`src/rtl/drift_violation_detection_pkg.sv`:
```
// Shared types for the drift violation detector: clock/reset domain bundle,
// recovered edge events and detector FSM states.
package common_p;
    typedef struct packed {
        logic clk;
        logic rst;
    } clk_dom_s;
endpackage

package clks_alot_p;
    localparam int PERIOD_COUNTER_WIDTH = 16;

    typedef logic [PERIOD_COUNTER_WIDTH-1:0] period_t;

    typedef struct packed {
        logic rising_edge;
        logic falling_edge;
        logic any_valid_edge;
    } recovered_events_s;

    typedef enum logic [1:0] {
        IDLE,
        ARMING,
        TRACKING
    } drift_detect_state_e;
endpackage

```
`src/rtl/drift_violation_detection_window_compare.sv`:
```
// Checks one measured phase duration against expected +/- tolerance.
module drift_window_compare
    import clks_alot_p::*;
(
    input  logic [PERIOD_COUNTER_WIDTH-1:0] measured_i,
    input  logic [PERIOD_COUNTER_WIDTH-1:0] expected_i,
    input  logic [PERIOD_COUNTER_WIDTH-1:0] tolerance_i,
    output logic                            too_long_o,
    output logic                            too_short_o
);
    localparam int W = PERIOD_COUNTER_WIDTH;

    logic [W:0]   upper_wide;
    logic [W:0]   lower_wide;
    logic [W-1:0] upper;
    logic [W-1:0] lower;

    // One extra bit catches overflow/borrow so the window clamps instead of wrapping.
    always_comb begin
        upper_wide  = {1'b0, expected_i} + {1'b0, tolerance_i};
        lower_wide  = {1'b0, expected_i} - {1'b0, tolerance_i};
        upper       = upper_wide[W] ? '1 : upper_wide[W-1:0];
        lower       = lower_wide[W] ? '0 : lower_wide[W-1:0];
        too_long_o  = (measured_i > upper) || (measured_i == '1);
        too_short_o = !too_long_o && (measured_i < lower);
    end
endmodule

```
`src/rtl/drift_violation_detection.sv`:
```
// Measures high/low phase durations between recovered edges and pulses a
// violation when a phase falls outside its expected window.
//
// state    | meaning
// IDLE     | detection disabled, counter held, no judgements
// ARMING   | waiting for a clean single edge to start a measurement
// TRACKING | every single edge closes a phase and is judged
module drift_violation_detection
    import common_p::*;
    import clks_alot_p::*;
(
    input  clk_dom_s                        sys_dom_i,
    input  logic                            recovery_en_i,
    input  logic                            clear_state_i,
    input  logic [PERIOD_COUNTER_WIDTH-1:0] expected_high_period_i,
    input  logic [PERIOD_COUNTER_WIDTH-1:0] expected_low_period_i,
    input  logic [PERIOD_COUNTER_WIDTH-1:0] drift_tolerance_i,
    input  recovered_events_s               io_events_i,
    output recovered_events_s               io_events_o,
    output logic                            high_positive_drift_violation_o,
    output logic                            high_negative_drift_violation_o,
    output logic                            low_positive_drift_violation_o,
    output logic                            low_negative_drift_violation_o
);
    logic clk;
    logic rst;
    assign clk = sys_dom_i.clk;
    assign rst = sys_dom_i.rst;

    drift_detect_state_e state_q, state_d;
    period_t             cnt_q, cnt_d;
    recovered_events_s   events_q, events_d;
    logic                high_pos_q, high_pos_d;
    logic                high_neg_q, high_neg_d;
    logic                low_pos_q, low_pos_d;
    logic                low_neg_q, low_neg_d;

    logic    high_long, high_short, low_long, low_short;
    logic    single_edge, glitch_edge;
    period_t cnt_inc;

    drift_window_compare u_high_cmp (
        .measured_i  (cnt_q),
        .expected_i  (expected_high_period_i),
        .tolerance_i (drift_tolerance_i),
        .too_long_o  (high_long),
        .too_short_o (high_short)
    );

    drift_window_compare u_low_cmp (
        .measured_i  (cnt_q),
        .expected_i  (expected_low_period_i),
        .tolerance_i (drift_tolerance_i),
        .too_long_o  (low_long),
        .too_short_o (low_short)
    );

    always_comb begin
        state_d     = state_q;
        cnt_d       = cnt_q;
        events_d    = io_events_i;
        high_pos_d  = 1'b0;
        high_neg_d  = 1'b0;
        low_pos_d   = 1'b0;
        low_neg_d   = 1'b0;
        single_edge = io_events_i.rising_edge ^ io_events_i.falling_edge;
        glitch_edge = io_events_i.rising_edge & io_events_i.falling_edge;
        cnt_inc     = (cnt_q == '1) ? cnt_q : cnt_q + period_t'(1);

        if (!recovery_en_i) begin
            state_d = IDLE;
        end else begin
            case (state_q)
                IDLE: begin
                    state_d = ARMING;
                end
                ARMING: begin
                    cnt_d = cnt_inc;
                    if (!clear_state_i && single_edge) begin
                        state_d = TRACKING;
                        cnt_d   = period_t'(1);
                    end
                end
                TRACKING: begin
                    cnt_d = cnt_inc;
                    if (clear_state_i || glitch_edge) begin
                        state_d = ARMING;
                    end else if (single_edge) begin
                        cnt_d      = period_t'(1);
                        high_pos_d = io_events_i.falling_edge && high_long;
                        high_neg_d = io_events_i.falling_edge && high_short;
                        low_pos_d  = io_events_i.rising_edge && low_long;
                        low_neg_d  = io_events_i.rising_edge && low_short;
                    end
                end
                default: begin
                    state_d = IDLE;
                end
            endcase
        end
    end

    always_ff @(posedge clk) begin
        if (rst) begin
            state_q    <= IDLE;
            cnt_q      <= '0;
            events_q   <= '0;
            high_pos_q <= 1'b0;
            high_neg_q <= 1'b0;
            low_pos_q  <= 1'b0;
            low_neg_q  <= 1'b0;
        end else begin
            state_q    <= state_d;
            cnt_q      <= cnt_d;
            events_q   <= events_d;
            high_pos_q <= high_pos_d;
            high_neg_q <= high_neg_d;
            low_pos_q  <= low_pos_d;
            low_neg_q  <= low_neg_d;
        end
    end

    assign io_events_o                     = events_q;
    assign high_positive_drift_violation_o = high_pos_q;
    assign high_negative_drift_violation_o = high_neg_q;
    assign low_positive_drift_violation_o  = low_pos_q;
    assign low_negative_drift_violation_o  = low_neg_q;
endmodule

```
`config.mk`:
```
export PLATFORM = sky130hd
export DESIGN_NAME = drift_violation_detection
export DESIGN_NICKNAME = d
export VERILOG_FILES = /design/src/rtl/drift_violation_detection_pkg.sv /design/src/rtl/drift_violation_detection_window_compare.sv /design/src/rtl/drift_violation_detection.sv
export SDC_FILE = /design/constraint.sdc
export NUM_CORES = 1
export LEC_CHECK = 0
export CAP_MARGIN = 20
export CORE_UTILIZATION = 50
export CTS_BUF_LIST = sky130_fd_sc_hd__clkbuf_8
export DETAILED_ROUTE_END_ITERATION = 8
export DONT_BUFFER_PORTS = 1
export SYNTH_ARGS = -nofsm -noshare
export SYNTH_HDL_FRONTEND = slang
export SYNTH_SLANG_ARGS = --single-unit
```
`constraint.sdc`:
```
create_clock -name sys_dom_i -period 5 [get_ports sys_dom_i]
set_clock_uncertainty 0.1 [all_clocks]
set_input_delay 1 -clock sys_dom_i [delete_from_list [all_inputs] [get_ports sys_dom_i]]
set_output_delay 1 -clock sys_dom_i [all_outputs]
set_load 0.005 [all_outputs]
```
# [Word level (Yosys, flattened, before mapping)]
# Index checks and enable logic that the tools add are counted.
[totals] reg_bits=25 inputBits=55 wordCells=59
[classes] add_sub_neg=5 n_lt_le_gt_ge=4 eq_ne=5 mux=12 n_bitwise=5 reduce_logical=19
[ops] operator="$mux 16" n=8
[ops] operator="$add 16x16->17" n=2
[ops] operator="$sub 16x16->17" n=2
[ops] operator="$gt 16x16->1" n=2
[ops] operator="$lt 16x16->1" n=2
[ops] operator="$pmux 16 s2" n=1
[ops] operator="$add 16x1->16 const B" n=1
[ops] operator="$eq 16x16->1 const B" n=1
[ops] operator="$logic_and 1x1->1" n=7
[ops] operator="$pmux 2 s3" n=1
[ops] operator="$reduce_or 5->1" n=1
[ops] operator="$mux 2" n=2
[ops] operator="$ne 2x2->1 const B" n=2
[ops] operator="$reduce_and 2->1" n=2
[ops] operator="$logic_not 1->1" n=3
[ops] operator="$logic_or 1x1->1" n=3
[ops] operator="$not 1->1" n=3
[ops] operator="$eq 2x1->1 const B" n=1
[ops] operator="$eq 2x2->1 const B" n=1
[ops] operator="$logic_not 2->1" n=1
[ops] operator="$reduce_bool 2->1" n=1
[ops] operator="$reduce_or 2->1" n=1
[ops] operator="$and 1x1->1" n=1
[ops] operator="$xor 1x1->1" n=1

# [Longest topological paths before layout]
# Gate-level depths: netlist (run 1).
[logic_depth] ltp_word=7 depth_mapped=17 mapped_depth_nobuf=17

# [Modules after synthesis]
# A second synthesis (run 1) with hierarchy kept.
[unflattened] cells_unflattened=874 area_unflattened_um2=6647.6
[modules_own_cells] mod="drift_window_compare (u_low_cmp)" instances=1 cells_per_inst=366 area_each_um2=2785.2
[modules_own_cells] mod="drift_window_compare (u_high_cmp)" instances=1 cells_per_inst=352 area_each_um2=2519.9
[modules_own_cells] mod="drift_violation_detection" instances=1 cells_per_inst=156 area_each_um2=1342.5

# [Least setup slack after synthesis (run 1)]
# OpenSTA, ideal clock, no wires.
[synth_timing] kind="input-to-reg" startpoint="input port expected_low_period_i[0]" endpoint="register low_neg_q, in the netlist low_negative_drift_violation_o" arrival_ps=4210 required_time_ps=4808 slack_ps=599 stages=16 n_path_buf=1 path_cell_list="ha_1 -> fa_1 -> nor2b_2 -> o311ai_4 -> nand3_1 -> o211a_2 -> a2111o_1 -> buf_6 -> nor2_1 -> ha_1 -> a211o_1 -> o211ai_1 -> a32oi_1 -> a22oi_1 -> o21ai_0 -> nor4_1"
[synth_via] elab_chain_len=7 word_cells_on_any_way=10
[synth_rtl] element="start, declared" line="drift_violation_detection.sv:16" text="input logic [PERIOD_COUNTER_WIDTH-1:0] expected_low_period_i,"
[synth_rtl] element="$add 16x16->17" line="drift_violation_detection_window_compare.sv:20" text="upper_wide = {1'b0, expected_i} + {1'b0, tolerance_i};"
[synth_rtl] element="$mux 16" line="drift_violation_detection_window_compare.sv:22" text="upper = upper_wide[W] ? '1 : upper_wide[W-1:0];"
[synth_rtl] element="$gt 16x16->1" line="drift_violation_detection_window_compare.sv:24" text="too_long_o = (measured_i > upper) || (measured_i == '1);"
[synth_rtl] element="$logic_or 1x1->1" line="drift_violation_detection_window_compare.sv:24"
[synth_rtl] element="$logic_not 1->1" line="drift_violation_detection_window_compare.sv:25" text="too_short_o = !too_long_o && (measured_i < lower);"
[synth_rtl] element="$logic_and 1x1->1 (*)" line="drift_violation_detection_window_compare.sv:25"
[synth_rtl] element="$logic_and 1x1->1 (*)" line="drift_violation_detection.sv:93" text="low_neg_d = io_events_i.rising_edge && low_short;"
[synth_rtl] element="end signal, assigned" line="drift_violation_detection.sv:119" text="low_neg_q <= low_neg_d;"
[synth_rtl] element="end, declared" line="drift_violation_detection.sv:36" text="logic low_neg_q, low_neg_d;"
# Every way passes the cells marked *; elsewhere a longest branch is shown, timed or not.
# A chain may end at the register's enable or synchronous reset.

# [Worst setup path after layout (run 1)]
# Same ends and word-level chain as after synthesis.

==> results of run 1 <==
-- critical path, cell delays in order --
cell,delay (ns)
ha_1,0.21
fa_1,0.39
nor2b_2,0.19
o311ai_4,0.27
nand3_1,0.11
o211a_2,0.14
a2111o_1,0.63
nor2_1,0.20
ha_1,0.26
a211o_1,0.29
o211ai_1,0.12
a32oi_1,0.13
a22oi_1,0.20
o21ai_0,0.13
nor4_1,0.40
-- power by group through the flow --
stage	clock network, mW	registers (mW)	logic [mW]
after global placement	0.0406	0.241	0.629
after floorplan	0.0639	0.234	0.508
after global routing	0.439	0.238	0.729
final	0.411	0.237	0.650
after detailed placement	0.0406	0.241	0.643
after CTS	0.417	0.236	0.648
-- path summary, 6_finish.rpt --
path,start,to,slack (ns),depth (start not counted)
setup reg to reg,cnt_q[1]$_SDFFE_PP0P_,high_negative_drift_violation_o$_SDFF_PP0_,2.53,6
hold reg to reg,state_q[0]$_SDFFE_PP0P_,state_q[0]$_SDFFE_PP0P_,0.43,2
setup / recovery,expected_low_period_i[0],low_negative_drift_violation_o$_SDFF_PP0_,0.36,15
hold / removal,sys_dom_i[0],cnt_q[12]$_SDFFE_PP0P_,-0.06,3
-- Yosys cell counts (all sizes together), types with 10 or more instances --
library cell | instances | area, µm²
a21o | 20 | 150.1
nor3 | 20 | 100.1
nor2b | 21 | 136.4
clkbuf | 10 | 38.78
nand2 | 64 | 240.2
inv | 56 | 210.2
dfxtp | 25 | 500.5
ha | 131 | 1639
nor2 | 88 | 330.3
a21oi | 67 | 342.8
xnor2 | 35 | 306.5
o211ai | 12 | 95.09
or3 | 11 | 68.82
nand3 | 17 | 90.09
o21ai | 37 | 185.2
buf | 18 | 106.4
nand2b | 11 | 68.82
nand4 | 18 | 118.9
a211oi | 11 | 82.58
-- state kept, by name, indices dropped and copies added (netlist names) --
signal and cells:
cnt_q 16, io_events_o 3, state_q 2, high_negative_drift_violation_o 1, high_positive_drift_violation_o 1, low_negative_drift_violation_o 1, low_positive_drift_violation_o 1
-- area by class of cell --
class / instances / area share (%)
clock inverters: 6 / 0.7957
multi-input cells: 702 / 80.23
clock buffers: 21 / 4.483
flip-flops and latches: 25 / 7.762
repair buffers: 6 / 0.6986
inverters: 56 / 3.260
well taps: 143 / 2.775
-- cells by family after synthesis --
| logic type | count (synthesis) | share of synthesized area [%] |
|---|---|---|
| and+or+nand+nor | 294 | 24.35 |
| adders and majority gates | 135 | 28.52 |
| buffers and inverters | 84 | 5.894 |
| AOI/OAI and AO/OA | 224 | 25.67 |
| xor gates and xnor gates | 44 | 6.393 |
| muxes | 5 | 0.8717 |
| DFF | 25 | 8.302 |
-- through the flow --
stage | instance area [µm²] | power [mW] | utilization (%) | hold slack [ns] | std cells
floorplan | 6028 | 0.8062 | - | 0.2493 | 811
global placement | 6107 | 0.9103 | 52.81 | -0.02839 | 932
CTS | 6447 | 1.301 | 55.75 | -0.05933 | 959
detailed placement | 6107 | 0.9240 | 52.81 | -0.02839 | 932
finish | 6447 | 1.298 | 55.75 | -0.05763 | 959
global route | 6447 | 1.406 | 55.75 | -0.05803 | 959
-- metal layers --
| layer | part of all wire, % | vias up | global-route usage, % |
|---|---|---|---|
| met2 | 48 | 197 | 49.77 |
| met5 | 0 | - | 0 |
| met4 | 2.0 | 0 | 12.52 |
| met1 | 45 | 2826 | 36.31 |
| li1 | - | 2935 | - |
| met3 | 5.7 | 36 | 6.587 |
==> flow_summary.toml, run 1 <==
[floorplanning]
pin_count = 62
start_util_pct = 52.13
die-area_mm2 = 0.01250
core_area_mm2 = 0.01156
die_h_um = 111.8
rows = 39
die_x_um = 111.8

[timing]
period_minus_slack_ns = 4.638
timing.hold.ws_ns = -0.05763
drv_slew = 0
worst_pin_slew_ns = 0.6249
finalSetupViolCount = 0
fin_ws_ns = 0.3618
slew_headroom_pct = 58.34
fin_crit_sh_pct = 92.76
setup_tns_ns = 0
rsz0062_at_grt = "no"
finalHoldViolCount = 8
fmax_mhz = 215.6

[global_route]
grt_pass1_wl_mm = 29.06
grt_usage_pct = 29.62
grt_overflow = 0
antenna_found_initial = 0
grt_pass1_vias = 6020
grt_max_degree = 18

[final_layout]
register_area_um2 = 500.5
syn2layout_area_growth_pct = 6.953
antenna_cells = 0
layout-drive-gt1-share_pct = 7.475
final_common_cell = "ha_1"
final_cell_mix = "131 x ha_1, 88 x nor2_1, 65 x a21oi_1"
nets = 1002
n_fill_cell = 1121
multi_input_area_mm2 = 0.005172

[clock_network]
cts-resized-gates = 0
cts_tree = "done"
holdBufCountCts = 0
clkLatencyLatePin_ns = 0.27
clk_pin_slew_ns = 0.09
post-cts-setup-buffers = 0

[synthesis]
synth_ff_type = "dfxtp_1"
synth-edff-count = 0
synth_seq_cells = 25
postSynthNetCount = 1001
syn_area_mm2 = 0.006028
yosys_warnings = 0
ys_types = 85
syn_avg_cell_area_um2 = 7.433
synthCells = 811
yosysSeqAreaShare_pct = 8.302
async_flop_share_pct = 0

[power_and_ir_drop]
netSwitchingFraction_pct = 43.70
power_density_mw_per_mm2 = 201.3
p_clk_share_pct = 31.6
p_leak_nw = 2.961
pwr-share-seq_pct = 18.3
combPwrFrac_pct = 50.1
p_switching_mw = 0.5672
power.internal_mw = 0.7306
vdd_ir_drop_max_mv = 0.09763

[worst_setup_path]
criticalPathCategory = "in2reg"
setup.worst_path.start_class = "primary input"
cp_data_required_time_ns = 5.05
end_kind = "register"
crit_fanout = 15
arrival_ns = 4.69

[outcome]
violations = "design-rule violations, negative hold slack"
outcome = "finished with violations"

[drt]
drc = 3
via_per_inst = 6.250
ant_nets = 0
drtIter0Drc = 375
drt-total-wl_mm = 17.86
vias = 5994
drt-wirelength-per-cell_um = 18.62
dr.pass1.iters = 8

[job]
drv_cap = 0

[place]
port_buffers = 0
dp_hpwl_mm = 14.72
gp_congestion = 0.9136
post-place-ws_ns = 0.2619

[min_path]
hp-class = "clk2reg"
No activity file was read; power rests on OpenSTA's default activity.
==> run 2: changes to the inputs <==
ABC_CLOCK_PERIOD_IN_PS = 5000   (was default)
CORE_UTILIZATION = 45   (was 50)
==> flow_summary.toml, run 2 (synthesized netlist as in run 1, its figures left out) <==
[outcome]
outcome = "finished with violations"
violations = "negative hold slack"

[place]
gp_congestion = 0.9376
dp.cells = 961
port_buffers = 0
post-place-ws_ns = 0.2475
dp_hpwl_mm = 15.17

[drt]
via_per_inst = 6.184
dr.pass1.iters = 5
drt-total-wl_mm = 19.65
drtIter0Drc = 531
drc = 0
vias = 6116
ant_nets = 0
drt-wirelength-per-cell_um = 19.87

[global_route]
grt_overflow = 0
grt_max_degree = 16
antenna_found_initial = 2
grt_pass1_vias = 6442
grt_pass1_wl_mm = 33.00
grt_usage_pct = 30.40

[worst_setup_path]
crit_fanout = 15
crit_slowest_cell = "a2111o_1"
setup.worst_path.start_class = "primary input"
worstRegToRegCells = 5
r2r_setup_slack_ns = 2.46
criticalPathCategory = "in2reg"
crit_path_frequent_cell = "ha_1"
cp_data_required_time_ns = 5.04
crit_chain = "ha_1 -> fa_1 -> nor2b_2 -> o311ai_4 -> nand3_1 -> o211a_2 -> a2111o_1 -> nor3_1 -> ha_1 -> a21oi_1 -> o221ai_1 -> a21o_1 -> a22oi_1 -> o21ai_0 -> nor4_1"
r2r-end = "high_negative_drift_violation_o$_SDFF_PP0_"
cp_slowest_stage_delay_ns = 0.63
reg2reg_from = "cnt_q[8]$_SDFFE_PP0P_"
cp-startpoint = "expected_low_period_i[0]"
end_kind = "register"
arrival_ns = 4.80

[timing]
setup_tns_ns = 0
rsz0062_at_grt = "no"
period_minus_slack_ns = 4.764
finalSetupViolCount = 0
worst_pin_slew_ns = 0.7470
slew_headroom_pct = 50.13
fin_crit_sh_pct = 95.27
timing.hold.ws_ns = -0.06887
fin_ws_ns = 0.2363
finalHoldViolCount = 8
fmax_mhz = 209.9
drv_slew = 0

[clock_network]
post-cts-setup-buffers = 0
holdBufCountCts = 0
cts_tree = "done"
clkLatencyLatePin_ns = 0.28
cts-resized-gates = 0
clk_pin_slew_ns = 0.10

[floorplanning]
core_area_mm2 = 0.01282
die_x_um = 117.7
rows = 41
start_util_pct = 47.00
pin_count = 62
die-area_mm2 = 0.01386
die_h_um = 117.7

[power_and_ir_drop]
power_density_mw_per_mm2 = 210.2
power.internal_mw = 0.7593
pwr-share-seq_pct = 17.4
p_leak_nw = 2.961
combPwrFrac_pct = 49.0
netSwitchingFraction_pct = 44.41
vdd_ir_drop_max_mv = 0.1474
p_clk_share_pct = 33.6
p_switching_mw = 0.6067

[final_layout]
final_core_util_pct = 50.67
final_cell_mix = "131 x ha_1, 88 x nor2_1, 65 x a21oi_1"
final_common_cell = "ha_1"
syn2layout_area_growth_pct = 7.804
largest-register = "cnt_q"
nets = 1002
fin_cells = 989
layout-drive-gt1-share_pct = 7.598
largest_reg_flops = 16
n_fill_cell = 1270

[min_path]
hp-start = "sys_dom_i[0]"
whs_path_depth = 3
hp-class = "clk2reg"
holdPathEnd = "io_events_o[1]$_SDFF_PP0_"

[job]
drv_cap = 0
==> run 2: layout make-up <==
| type | count | area (µm²) | area share (%) |
|---|---|---|---|
| Multi-Input combinational cell | 702 | 5172 | 79.59 |
| Sequential cell | 25 | 500.5 | 7.701 |
| Clock buffer | 21 | 289.0 | 4.447 |
| Tap cell | 172 | 215.2 | 3.312 |
| Inverter | 56 | 210.2 | 3.235 |
| Clock inverter | 6 | 63.81 | 0.9819 |
| Timing Repair Buffer | 6 | 45.04 | 0.6931 |
| Antenna cell | 1 | 2.502 | 0.03851 |
==> run 2: metal layers <==
| metal | part of all wire, % | vias up | global-route usage [%] |
|---|---|---|---|
| li1 | - | 2941 | - |
| met1 | 44 | 2898 | 37.60 |
| met2 | 46 | 235 | 46.80 |
| met3 | 7.3 | 42 | 9.690 |
| met4 | 2.8 | 0 | 14.98 |
| met5 | 0 | - | 4.412 |
==> run 2: worst max path at each step <==
stage | end | slack, ns | depth (start not counted)
2_1_floorplan | low_negative_drift_violation_o$_SDFF_PP0_ | 0.60 | 16
3_3_place_gp | low_negative_drift_violation_o$_SDFF_PP0_ | 0.33 | 15
3_5_place_dp | low_negative_drift_violation_o$_SDFF_PP0_ | 0.25 | 15
4_1_cts | low_negative_drift_violation_o$_SDFF_PP0_ | 0.23 | 15
5_1_grt | low_negative_drift_violation_o$_SDFF_PP0_ | 0.05 | 15
6_report | low_negative_drift_violation_o$_SDFF_PP0_ | 0.24 | 15
==> run 2: power groups by stage <==
stage / Sequential [mW] / Clock, mW / Combinational, mW
finish: 0.237 / 0.459 / 0.670
global route: 0.240 / 0.502 / 0.743
CTS: 0.238 / 0.459 / 0.652
detailed placement: 0.242 / 0.0406 / 0.648
global placement: 0.241 / 0.0406 / 0.633
floorplan: 0.234 / 0.0639 / 0.508
==> run 2: worst max-delay path, delay by kind of cell <==
kind,cells,cell delay (ns)
and+or+nand+nor,4,1.10
adders and majority gates,3,0.91
AOI/OAI and AO/OA,8,1.80
==> run 2: metrics by stage <==
stage	total power [mW]	instance area [µm²]
final	1.366	6499
after CTS	1.349	6496
after global routing	1.485	6499
after floorplan	0.8062	6028
after global placement	0.9142	6143
after detailed placement	0.9307	6143
